`src/rtl/rv_ctrl_pkg.sv`:
```
`default_nettype none
// ============================================================================
// Module   : rv_ctrl_pkg
// Purpose  : Shared encodings for the RV32I multi-cycle control path.
// Revision : 1.0 - initial release
// ============================================================================
package rv_ctrl_pkg;

    typedef enum logic [2:0] {
        ST_FETCH  = 3'd0,
        ST_DECODE = 3'd1,
        ST_EXEC   = 3'd2,
        ST_MEM    = 3'd3,
        ST_WB     = 3'd4,
        ST_HALT   = 3'd5
    } state_t;

    typedef enum logic [3:0] {
        CLS_ILLEGAL = 4'd0,
        CLS_LUI     = 4'd1,
        CLS_AUIPC   = 4'd2,
        CLS_JAL     = 4'd3,
        CLS_JALR    = 4'd4,
        CLS_BRANCH  = 4'd5,
        CLS_LOAD    = 4'd6,
        CLS_STORE   = 4'd7,
        CLS_OPIMM   = 4'd8,
        CLS_OP      = 4'd9
    } inst_cls_t;

    localparam logic [6:0] OPC_LUI    = 7'b0110111;
    localparam logic [6:0] OPC_AUIPC  = 7'b0010111;
    localparam logic [6:0] OPC_JAL    = 7'b1101111;
    localparam logic [6:0] OPC_JALR   = 7'b1100111;
    localparam logic [6:0] OPC_BRANCH = 7'b1100011;
    localparam logic [6:0] OPC_LOAD   = 7'b0000011;
    localparam logic [6:0] OPC_STORE  = 7'b0100011;
    localparam logic [6:0] OPC_OPIMM  = 7'b0010011;
    localparam logic [6:0] OPC_OP     = 7'b0110011;

    localparam logic [2:0] IMM_I  = 3'b000;
    localparam logic [2:0] IMM_IU = 3'b001;
    localparam logic [2:0] IMM_SH = 3'b010;
    localparam logic [2:0] IMM_S  = 3'b011;
    localparam logic [2:0] IMM_B  = 3'b100;
    localparam logic [2:0] IMM_U  = 3'b101;
    localparam logic [2:0] IMM_J  = 3'b110;

    // alu_op = {inst[30], funct3} for register/immediate arithmetic
    localparam logic [3:0] ALU_ADD  = 4'b0000;
    localparam logic [3:0] ALU_SLL  = 4'b0001;
    localparam logic [3:0] ALU_SLT  = 4'b0010;
    localparam logic [3:0] ALU_SLTU = 4'b0011;
    localparam logic [3:0] ALU_XOR  = 4'b0100;
    localparam logic [3:0] ALU_SRL  = 4'b0101;
    localparam logic [3:0] ALU_OR   = 4'b0110;
    localparam logic [3:0] ALU_AND  = 4'b0111;
    localparam logic [3:0] ALU_SUB  = 4'b1000;
    localparam logic [3:0] ALU_SRA  = 4'b1101;

    localparam logic [1:0] PC_SEL_PC4  = 2'b00;
    localparam logic [1:0] PC_SEL_REL  = 2'b01;
    localparam logic [1:0] PC_SEL_JALR = 2'b10;

    localparam logic [1:0] WB_ALU = 2'b00;
    localparam logic [1:0] WB_MEM = 2'b01;
    localparam logic [1:0] WB_PC4 = 2'b10;
    localparam logic [1:0] WB_IMM = 2'b11;

endpackage
`default_nettype wire

```
`src/rtl/rv_mc_decode.sv`:
```
`default_nettype none
// ============================================================================
// Module   : rv_mc_decode
// Purpose  : Combinational instruction classifier; yields imm_sel/alu_op.
// Revision : 1.0 - initial release
// ============================================================================
module rv_mc_decode
    import rv_ctrl_pkg::*;
(
    input  logic [31:0] inst,
    output inst_cls_t   cls,
    output logic [2:0]  imm_sel,
    output logic [3:0]  alu_op,
    output logic        legal
);

    logic [6:0] w_opcode;
    logic [2:0] w_funct3;
    logic       w_unused;

    assign w_opcode = inst[6:0];
    assign w_funct3 = inst[14:12];
    assign w_unused = ^{inst[31], inst[29:15], inst[11:7]};

    // Every supported opcode ends in 2'b11, so matching the full opcode
    // also rejects compressed encodings.
    always_comb begin
        cls     = CLS_ILLEGAL;
        imm_sel = IMM_I;
        alu_op  = ALU_ADD;
        case (w_opcode)
            OPC_LUI: begin
                cls     = CLS_LUI;
                imm_sel = IMM_U;
            end
            OPC_AUIPC: begin
                cls     = CLS_AUIPC;
                imm_sel = IMM_U;
            end
            OPC_JAL: begin
                cls     = CLS_JAL;
                imm_sel = IMM_J;
            end
            OPC_JALR: begin
                cls     = CLS_JALR;
            end
            OPC_BRANCH: begin
                cls     = CLS_BRANCH;
                imm_sel = IMM_B;
                alu_op  = ALU_SUB;
            end
            OPC_LOAD: begin
                cls     = CLS_LOAD;
            end
            OPC_STORE: begin
                cls     = CLS_STORE;
                imm_sel = IMM_S;
            end
            OPC_OPIMM: begin
                cls     = CLS_OPIMM;
                imm_sel = ((w_funct3 == 3'b001) || (w_funct3 == 3'b101)) ? IMM_SH : IMM_I;
                alu_op  = {(w_funct3 == 3'b101) & inst[30], w_funct3};
            end
            OPC_OP: begin
                cls     = CLS_OP;
                alu_op  = {inst[30], w_funct3};
            end
            default: begin
                cls     = CLS_ILLEGAL;
            end
        endcase
    end

    assign legal = (cls != CLS_ILLEGAL);

endmodule
`default_nettype wire

```
`src/rtl/rv_mc_ctrl.sv`:
```
`default_nettype none
// ============================================================================
// Module   : rv_mc_ctrl
// Purpose  : Multi-cycle FETCH/DECODE/EXEC/MEM/WB control FSM for RV32I.
// Revision : 1.0 - initial release
// ============================================================================
module rv_mc_ctrl
    import rv_ctrl_pkg::*;
(
    input  logic        clk,
    input  logic        rst_n,
    input  logic [31:0] inst,
    input  logic        br_taken,
    input  logic        mem_ready,
    output logic        mem_req,
    output logic        mem_we,
    output logic        mem_addr_sel,
    output logic        ir_we,
    output logic        pc_we,
    output logic [1:0]  pc_sel,
    output logic [2:0]  imm_sel,
    output logic        alu_src_a,
    output logic        alu_src_b,
    output logic [3:0]  alu_op,
    output logic        reg_we,
    output logic [1:0]  wb_sel,
    output logic        illegal,
    output logic [2:0]  state_o
);

    state_t     r_state;
    state_t     w_state_nxt;
    logic       r_illegal;
    logic       w_set_illegal;

    inst_cls_t  w_cls;
    logic [2:0] w_dec_imm_sel;
    logic [3:0] w_dec_alu_op;
    logic       w_legal;

    logic       w_mem_req;
    logic       w_mem_we;
    logic       w_mem_addr_sel;
    logic       w_ir_we;
    logic       w_pc_we;
    logic [1:0] w_pc_sel;
    logic [2:0] w_imm_sel;
    logic       w_alu_src_a;
    logic       w_alu_src_b;
    logic [3:0] w_alu_op;
    logic       w_reg_we;
    logic [1:0] w_wb_sel;

    rv_mc_decode u_decode (
        .inst    (inst),
        .cls     (w_cls),
        .imm_sel (w_dec_imm_sel),
        .alu_op  (w_dec_alu_op),
        .legal   (w_legal)
    );

    always_ff @(posedge clk) begin
        if (!rst_n) begin
            r_state   <= ST_FETCH;
            r_illegal <= 1'b0;
        end else begin
            r_state <= w_state_nxt;
            if (w_set_illegal) begin
                r_illegal <= 1'b1;
            end
        end
    end

    always_comb begin
        w_state_nxt    = r_state;
        w_set_illegal  = 1'b0;
        w_mem_req      = 1'b0;
        w_mem_we       = 1'b0;
        w_mem_addr_sel = 1'b0;
        w_ir_we        = 1'b0;
        w_pc_we        = 1'b0;
        w_pc_sel       = PC_SEL_PC4;
        w_imm_sel      = IMM_I;
        w_alu_src_a    = 1'b0;
        w_alu_src_b    = 1'b0;
        w_alu_op       = ALU_ADD;
        w_reg_we       = 1'b0;
        w_wb_sel       = WB_ALU;

        // Datapath selects follow the IR for the whole life of the instruction
        // so the ALU result register stays stable through MEM and WB.
        if (r_state inside {ST_DECODE, ST_EXEC, ST_MEM, ST_WB}) begin
            w_imm_sel   = w_dec_imm_sel;
            w_alu_op    = w_dec_alu_op;
            w_alu_src_a = (w_cls == CLS_AUIPC);
            w_alu_src_b = (w_cls != CLS_OP) && (w_cls != CLS_BRANCH);
        end

        case (r_state)
            ST_FETCH: begin
                w_mem_req = 1'b1;
                if (mem_ready) begin
                    w_ir_we     = 1'b1;
                    w_pc_we     = 1'b1;
                    w_state_nxt = ST_DECODE;
                end
            end
            ST_DECODE: begin
                if (w_legal) begin
                    w_state_nxt = ST_EXEC;
                end else begin
                    w_set_illegal = 1'b1;
                    w_state_nxt   = ST_HALT;
                end
            end
            ST_EXEC: begin
                case (w_cls)
                    CLS_LUI: begin
                        w_reg_we    = 1'b1;
                        w_wb_sel    = WB_IMM;
                        w_state_nxt = ST_FETCH;
                    end
                    CLS_JAL: begin
                        w_reg_we    = 1'b1;
                        w_wb_sel    = WB_PC4;
                        w_pc_we     = 1'b1;
                        w_pc_sel    = PC_SEL_REL;
                        w_state_nxt = ST_FETCH;
                    end
                    CLS_JALR: begin
                        w_reg_we    = 1'b1;
                        w_wb_sel    = WB_PC4;
                        w_pc_we     = 1'b1;
                        w_pc_sel    = PC_SEL_JALR;
                        w_state_nxt = ST_FETCH;
                    end
                    CLS_BRANCH: begin
                        w_pc_we     = br_taken;
                        w_pc_sel    = PC_SEL_REL;
                        w_state_nxt = ST_FETCH;
                    end
                    CLS_LOAD, CLS_STORE: begin
                        w_state_nxt = ST_MEM;
                    end
                    default: begin
                        w_state_nxt = ST_WB;
                    end
                endcase
            end
            ST_MEM: begin
                w_mem_req      = 1'b1;
                w_mem_addr_sel = 1'b1;
                w_mem_we       = (w_cls == CLS_STORE);
                if (mem_ready) begin
                    w_state_nxt = (w_cls == CLS_LOAD) ? ST_WB : ST_FETCH;
                end
            end
            ST_WB: begin
                w_reg_we    = 1'b1;
                w_wb_sel    = (w_cls == CLS_LOAD) ? WB_MEM : WB_ALU;
                w_state_nxt = ST_FETCH;
            end
            ST_HALT: begin
                w_state_nxt = ST_HALT;
            end
            default: begin
                w_state_nxt = ST_FETCH;
            end
        endcase
    end

    // While rst_n is low every output shows its reset value, which also
    // kills any access in flight and gives rst_n priority over mem_ready.
    assign mem_req      = rst_n & w_mem_req;
    assign mem_we       = rst_n & w_mem_we;
    assign mem_addr_sel = rst_n & w_mem_addr_sel;
    assign ir_we        = rst_n & w_ir_we;
    assign pc_we        = rst_n & w_pc_we;
    assign pc_sel       = rst_n ? w_pc_sel  : PC_SEL_PC4;
    assign imm_sel      = rst_n ? w_imm_sel : IMM_I;
    assign alu_src_a    = rst_n & w_alu_src_a;
    assign alu_src_b    = rst_n & w_alu_src_b;
    assign alu_op       = rst_n ? w_alu_op  : ALU_ADD;
    assign reg_we       = rst_n & w_reg_we;
    assign wb_sel       = rst_n ? w_wb_sel  : WB_ALU;
    assign illegal      = rst_n & r_illegal;
    assign state_o      = r_state;

endmodule
`default_nettype wire

```
`config.mk`:
```
export PLATFORM = sky130hd
export DESIGN_NAME = rv_mc_ctrl
export DESIGN_NICKNAME = d
export VERILOG_FILES = /design/src/rtl/rv_ctrl_pkg.sv /design/src/rtl/rv_mc_decode.sv /design/src/rtl/rv_mc_ctrl.sv
export SDC_FILE = /design/constraint.sdc
export NUM_CORES = 1
export LEC_CHECK = 0
export ABC_AREA = 0
export BUFFER_PORTS_ARGS = -buffer_cell sky130_fd_sc_hd__buf_2
export CORE_MARGIN = 3
export CORE_UTILIZATION = 38
export DETAILED_ROUTE_END_ITERATION = 6
export PLACE_DENSITY = 0.8
export SLEW_MARGIN = 20
export SYNTH_ARGS = -nofsm -noshare
export SYNTH_HDL_FRONTEND = slang
export SYNTH_SLANG_ARGS = --single-unit
```
`constraint.sdc`:
```
create_clock -name clk -period 1.75 [get_ports clk]
set_input_delay 0.175 -clock clk [delete_from_list [all_inputs] [get_ports clk]]
set_output_delay 0.175 -clock clk [all_outputs]
set_load 0.02 [all_outputs]
```
==> flow_summary.yaml, run 1 <==
outcome:
  status: "completed"
global_routing:
  grt.overflow.total: 0
  grt_pass1_vias: 907
  grt_use_total_pct: 19.81
  grt_pass1_wl_um: 3898
  grt_antenna_before_repair: 0
  grt_max_degree: 16
sta:
  slew_headroom_pct: 76.60
  finalMaxSlewViolations: 0
  worst_slew_pin_slew_ns: 0.3473
  setup_viol_count_final: 0
  final.period_utilization_pct: 98.42
  hold_viol: 0
  skew_ns: 0.001059
  hold_ws_ns: 0.3025
  period_needed_ns: 1.722
  max_freq_mhz: 580.6
  rsz0062_at_grt: "true"
  timing.final.ws_setup_ns: 0.02771
synthesis:
  ys_warn_count: 0
  ys_ff_latch: 4
  synth.top_cell.area_share_pct: 11.43
  synth_edf_count: 0
  postSynthCellCount: 105
  syn_area_per_cell_sq_um: 6.673
  syn-num-nets: 141
  yosys.cell_types.count: 43
  ys_async_sr_fraction_pct: 0
  synth.area.top_cells: "dfxtp_1 11%, nor2b_1 7.1%, a21oi_1 5.7%"
  synth_seq_area_share_pct: 11.43
  synth_area_sq_um: 700.7
  synth_commonest_cells: "8 x a21oi_1, 8 x nor2_1, 8 x nor2b_1"
  yosysTopAreaCell: "dfxtp_1"
  synth_ff_type: "dfxtp_1"
floorplan:
  die_area_sq_um: 2395
  pin_count: 59
  core_sq_um: 1612
  rows: 14
  fp.dieW_um: 48.94
  die_y_um: 48.94
  start_util_pct: 43.48
placed_design:
  dp_slack_ns: 0.09511
  place_inst: 170
  hpwl_um: 1866
  portBuffers: 37
  gp_congestion: 0.8750
clock_tree:
  cts_buffers: 3
  clk_latency_ns: 0.23
  root_buffer: "clkbuf_4"
  cts.sinks: 4
  postCtsHoldBufs: 0
  clkTransAtPathRegs_ns: 0.04
  cts-htree-levels: 1
  cts_buffer_depth: 2
  cts_tree: "yes"
setup_path:
  crit_fanout: 6
  crit_type: "flip-flop to primary output"
  r2r-end: "state_o[1]"
  critPathLaunchType: "flip-flop"
  required_ns: 1.57
  reg2reg_depth: 6
  timing.rr.start: "state_o[0]"
  cp.arrival_ns: 1.55
  crit_path_start: "state_o[1]"
  cp-endpoint: "alu_src_a"
  r2r_setup_slack_ns: 0.42
  cp-end-kind: "primary output"
drt:
  ant_nets: 0
  drt_iter0_markers: 21
  vias_per_cell: 5.971
  firstDrtPassIters: 5
  wl_um: 2516
  drc: 0
  vias: 1033
  post_drt_wl_per_cell_um: 14.54
final_layout:
  drive_gt1_share_pct: 45.64
  finalNonFillerCells: 173
  final_core_util_pct: 66.30
  nets: 187
  area_growth_pct: 52.50
  diodes: 0
hold_path:
  hold_path_class: "input port to flip-flop"
  min_path_cells: 3
power:
  p_leak_nw: 0.4934
  p_seq_share_pct: 24.7
  power_per_cell_area_nw_per_um2: 414.9
  comb_power_share_pct: 49.3
  pwr-share-clk_pct: 26.0
  sw_frac_of_total_pct: 39.49
  power.switching_w: 0.0001750
  cellInternalPower_w: 0.0002682
  irDropWorstVdd_mv: 0.3167
flow_run:
  max-cap-violations: 0
[worst min path at each step]
stage	from	end
CTS	mem_ready	state_o[0]
global placement	rst_n	state_o[2]
finish	rst_n	state_o[0]
detailed placement	mem_ready	state_o[0]
global route	rst_n	state_o[2]
floorplan	rst_n	state_o[2]
[critical path, stage by stage, from the launching register on]
cell and delay [ns]:
dfxtp_2 0.38, or3_1 0.14, nand3_2 0.07, or2_4 0.27, nor4_4 0.27, buf_4 0.18
[through the flow]
step / power, W / instance area (sq um) / TNS, ns
floorplan: 0.0002327 / 718.2 / -0.06125
global placement: 0.0003057 / 984.7 / 0
detailed placement: 0.0003109 / 984.7 / 0
CTS: 0.0004328 / 1012 / 0
global route: 0.0004725 / 1069 / -0.07625
finish: 0.0004433 / 1069 / 0
[cell usage in the layout (no fill, tap or decap), types with 3 or more instances in the layout]
cell / count
o21ai_0: 3
a21oi_1: 8
and3_1: 6
nor2b_1: 7
nand2_1: 6
buf_4: 16
nor3b_1: 3
o22ai_1: 4
nor2_1: 7
nand2b_1: 4
buf_2: 31
inv_1: 3
clkbuf_4: 3
[state kept, by name, indices dropped and copies added, names as in the netlist]
name,cells
state_o,3
r_illegal,1
[what timing repair did]
item,CTS,global route
setup buffers,0,0
pin swaps,0,4
endpoints found under the setup margin,3,8
resized for setup,4,16
[metal layers]
layer / up-vias / routed length, um / track usage, %
li1: 490 / - / -
met1: 484 / 1037 / 23.18
met2: 57 / 1272 / 35.75
met3: 2 / 202 / 1.835
met4: 0 / 3 / 9.479
met5: - / 0 / 0
[power by group through the flow]
stage | logic, W | clock network [W] | registers [W]
after floorplan | 0.000118 | 0 | 0.000115
after global placement | 0.000198 | 0 | 0.000107
after detailed placement | 0.000203 | 0 | 0.000108
after CTS | 0.000205 | 0.000120 | 0.000107
after global routing | 0.000234 | 0.000128 | 0.000110
final | 0.000218 | 0.000115 | 0.000110
[area by class of cell]
cell class / instances / area, sq um
Multi-Input combinational cell: 91 / 631.9
Fill cell: 160 / 543.0
Inverter: 3 / 11.26
Tap cell: 24 / 30.03
Sequential cell: 4 / 86.33
Clock buffer: 3 / 22.52
Timing Repair Buffer: 48 / 286.5
[cells by family after synthesis]
group / after synthesis / share of synthesized area, %
flops: 4 / 11.43
simple gates: 57 / 48.57
compound gates: 32 / 30.89
mux: 2 / 3.036
buf+inv: 10 / 6.071
No activity file was read; power rests on OpenSTA's default activity.
==> run 2: changes to the inputs <==
- CORE_UTILIZATION: 38 -> 41
- PLACE_DENSITY: 0.8 -> 0.79
- SYNTH_HIERARCHICAL: default -> 1
==> run 2 against run 1 <==
  * The flow now finishes with violations (negative setup slack)
  * Via count up 15%
  * Power grew 12%
  * First-iteration DRC count rose by 67%
  * Utilization grew 13 points
  * Synthesized area up 23%
  * Combinational power up 22%
  * Clock skew rose by 0.0028 ns
  * Non-clock buffer count grew 21
  * Clock power about the same
  * Sequential power about the same
==> flow_summary.yaml, run 2 <==
placed_design:
  dp_slack_ns: -0.1090
  place_inst: 198
  gp_congestion: 0.8817
  hpwl_um: 2083
  portBuffers: 37
sta:
  worst_slew_pin_slew_ns: 0.4930
  slew_headroom_pct: 66.98
  max_freq_mhz: 545.3
  rsz0062_at_grt: "true"
  finalMaxSlewViolations: 0
  period_needed_ns: 1.834
  skew_ns: 0.003866
  hold_ws_ns: 0.1311
  final.period_utilization_pct: 104.8
  hold_viol: 0
  setup_viol_count_final: 5
  timing.final.ws_setup_ns: -0.08394
global_routing:
  grt_busiest_layer: "met2"
  use_met1_pct: 23.50
  grt_max_degree: 11
  grt_antenna_before_repair: 0
  grt_pass1_vias: 1044
  grt_use_total_pct: 21.24
  met3_usage_pct: 3.725
  grt_util_met2_pct: 41.21
  grt.overflow.total: 0
  grt_pass1_wl_um: 4450
setup_path:
  crit_chain: "buf_12 > buf_6 > nor2_4 > a21oi_2 > nor4_2 > buf_4 > buf_6 > xnor2_2 > o31a_1 > buf_6"
  required_ns: 1.57
  crit_fanout: 6
  crit_top_cell: "buf_6"
  cp-end-kind: "primary output"
  crit_type: "input port to primary output"
  slowest_delay_ns: 0.32
  cp_slowest_cell: "nor4_2"
  cp.arrival_ns: 1.66
  critPathLaunchType: "input port"
final_layout:
  drive_gt1_share_pct: 56.99
  finalNonFillerCells: 211
  area_growth_pct: 70.33
  diodes: 0
  nets: 224
  final_core_util_pct: 79.26
  final_cell_mix: "28 x buf_2, 28 x buf_4, 13 x and2_1, 10 x buf_6"
  largest_register_ffs: 3
clock_tree:
  cts_tree: "yes"
  postCtsHoldBufs: 0
  cts_buffer_depth: 2
  cts.sinks: 4
  cts-htree-levels: 1
  cts_buffers: 3
  clkTransAtPathRegs_ns: 0.04
  clk_latency_ns: 0.24
  root_buffer: "clkbuf_4"
synthesis:
  synth.area.top_cells: "and2_1 9.4%, dfxtp_1 9.3%, a21oi_1 5.2%"
  synthMostInstantiatedCell: "and2_1"
  yosysTopAreaCell: "and2_1"
  postSynthCellCount: 122
  synth.top_cell.area_share_pct: 9.407
  ys_ff_latch: 4
  yosys.cell_types.count: 43
  synth_commonest_cells: "13 x and2_1, 10 x nand2_1, 9 x a21oi_1, 9 x inv_1, 9 x nor2_1"
  synth_edf_count: 0
  ys_async_sr_fraction_pct: 0
  ys_warn_count: 6
  syn-num-nets: 158
  syn_area_per_cell_sq_um: 7.087
  synth_area_sq_um: 864.6
  synth_seq_area_share_pct: 9.262
  synth_ff_type: "dfxtp_1"
outcome:
  status: "finished, violations left"
  failed_checks: "negative setup slack"
floorplan:
  core_sq_um: 1858
  die_area_sq_um: 2696
  fp.dieW_um: 51.92
  start_util_pct: 46.53
  pin_count: 59
  rows: 15
  die_y_um: 51.92
drt:
  post_drt_wl_per_cell_um: 14.98
  drc: 0
  wl_um: 3161
  firstDrtPassIters: 4
  drt_iter0_markers: 35
  vias_per_cell: 5.649
  vias: 1192
  ant_nets: 0
power:
  total_power_w: 0.0004977
  p_leak_nw: 0.6809
  power_per_cell_area_nw_per_um2: 337.9
  irDropWorstVdd_mv: 0.3194
flow_run:
  max-cap-violations: 0
hold_path:
  hold_path_class: "input port to flip-flop"
## run 2: kinds of logic after synthesis
family | share of synthesized area, %
AO/OA/AOI/OAI | 22.14
XOR/XNOR | 2.026
buffers and inverters | 12.88
flip-flops | 9.262
multiplexers | 3.618
AND/OR/NAND/NOR | 50.08
## run 2: per-stage QoR
step | setup TNS (ns) | cell area (sq um)
3_5_place_dp | -0.2696 | 1185
3_3_place_gp | -0.1411 | 1185
4_1_cts | -0.005982 | 1260
5_1_grt | -0.8972 | 1473
6_report | -0.2155 | 1473
2_1_floorplan | 0 | 880.8
## run 2: final cells by class
class                           instances  area, sq um
Inverter                                9        33.78
Clock buffer                            3        22.52
Tap cell                               25        31.28
Multi-Input combinational cell        101        783.3
Timing Repair Buffer                   69        518.0
Fill cell                             127        385.4
Sequential cell                         4        83.83
## run 2: what timing repair did
action                                  CTS  global route
resized for setup                        11            40
pin swaps                                 6            10
cloned                                    0             1
endpoints found under the setup margin    5            16
setup buffers                             1             8
## run 2: where the power goes
part,internal [W],switching [W]
clock,0.0000769,0.0000410
sequential,0.000100,0.0000122
combinational,0.000129,0.000138
## run 2: path summary, 6_finish.rpt
kind	start	to	slack, ns	cells after the start
max	inst[6]	alu_src_b	-0.08	10
max reg2reg	state_o[2]	state_o[0]	0.49	3
min	mem_ready	state_o[0]	0.13	2
min reg2reg	r_illegal	r_illegal	0.47	2
## run 2: per-layer routing
layer | part of all wire, % | wire length (um)
met4 | 1.8 | 58
met3 | 5.1 | 162
met5 | 0 | 0
met2 | 52 | 1657
met1 | 41 | 1283
## run 2: worst max-delay path: cells and delay by family
family                    cells  cell delay [ns]
and+or+nand+nor               2             0.40
AOI/OAI and AO/OA             2             0.35
xor gates and xnor gates      1             0.06
buffers and inverters         5             0.67
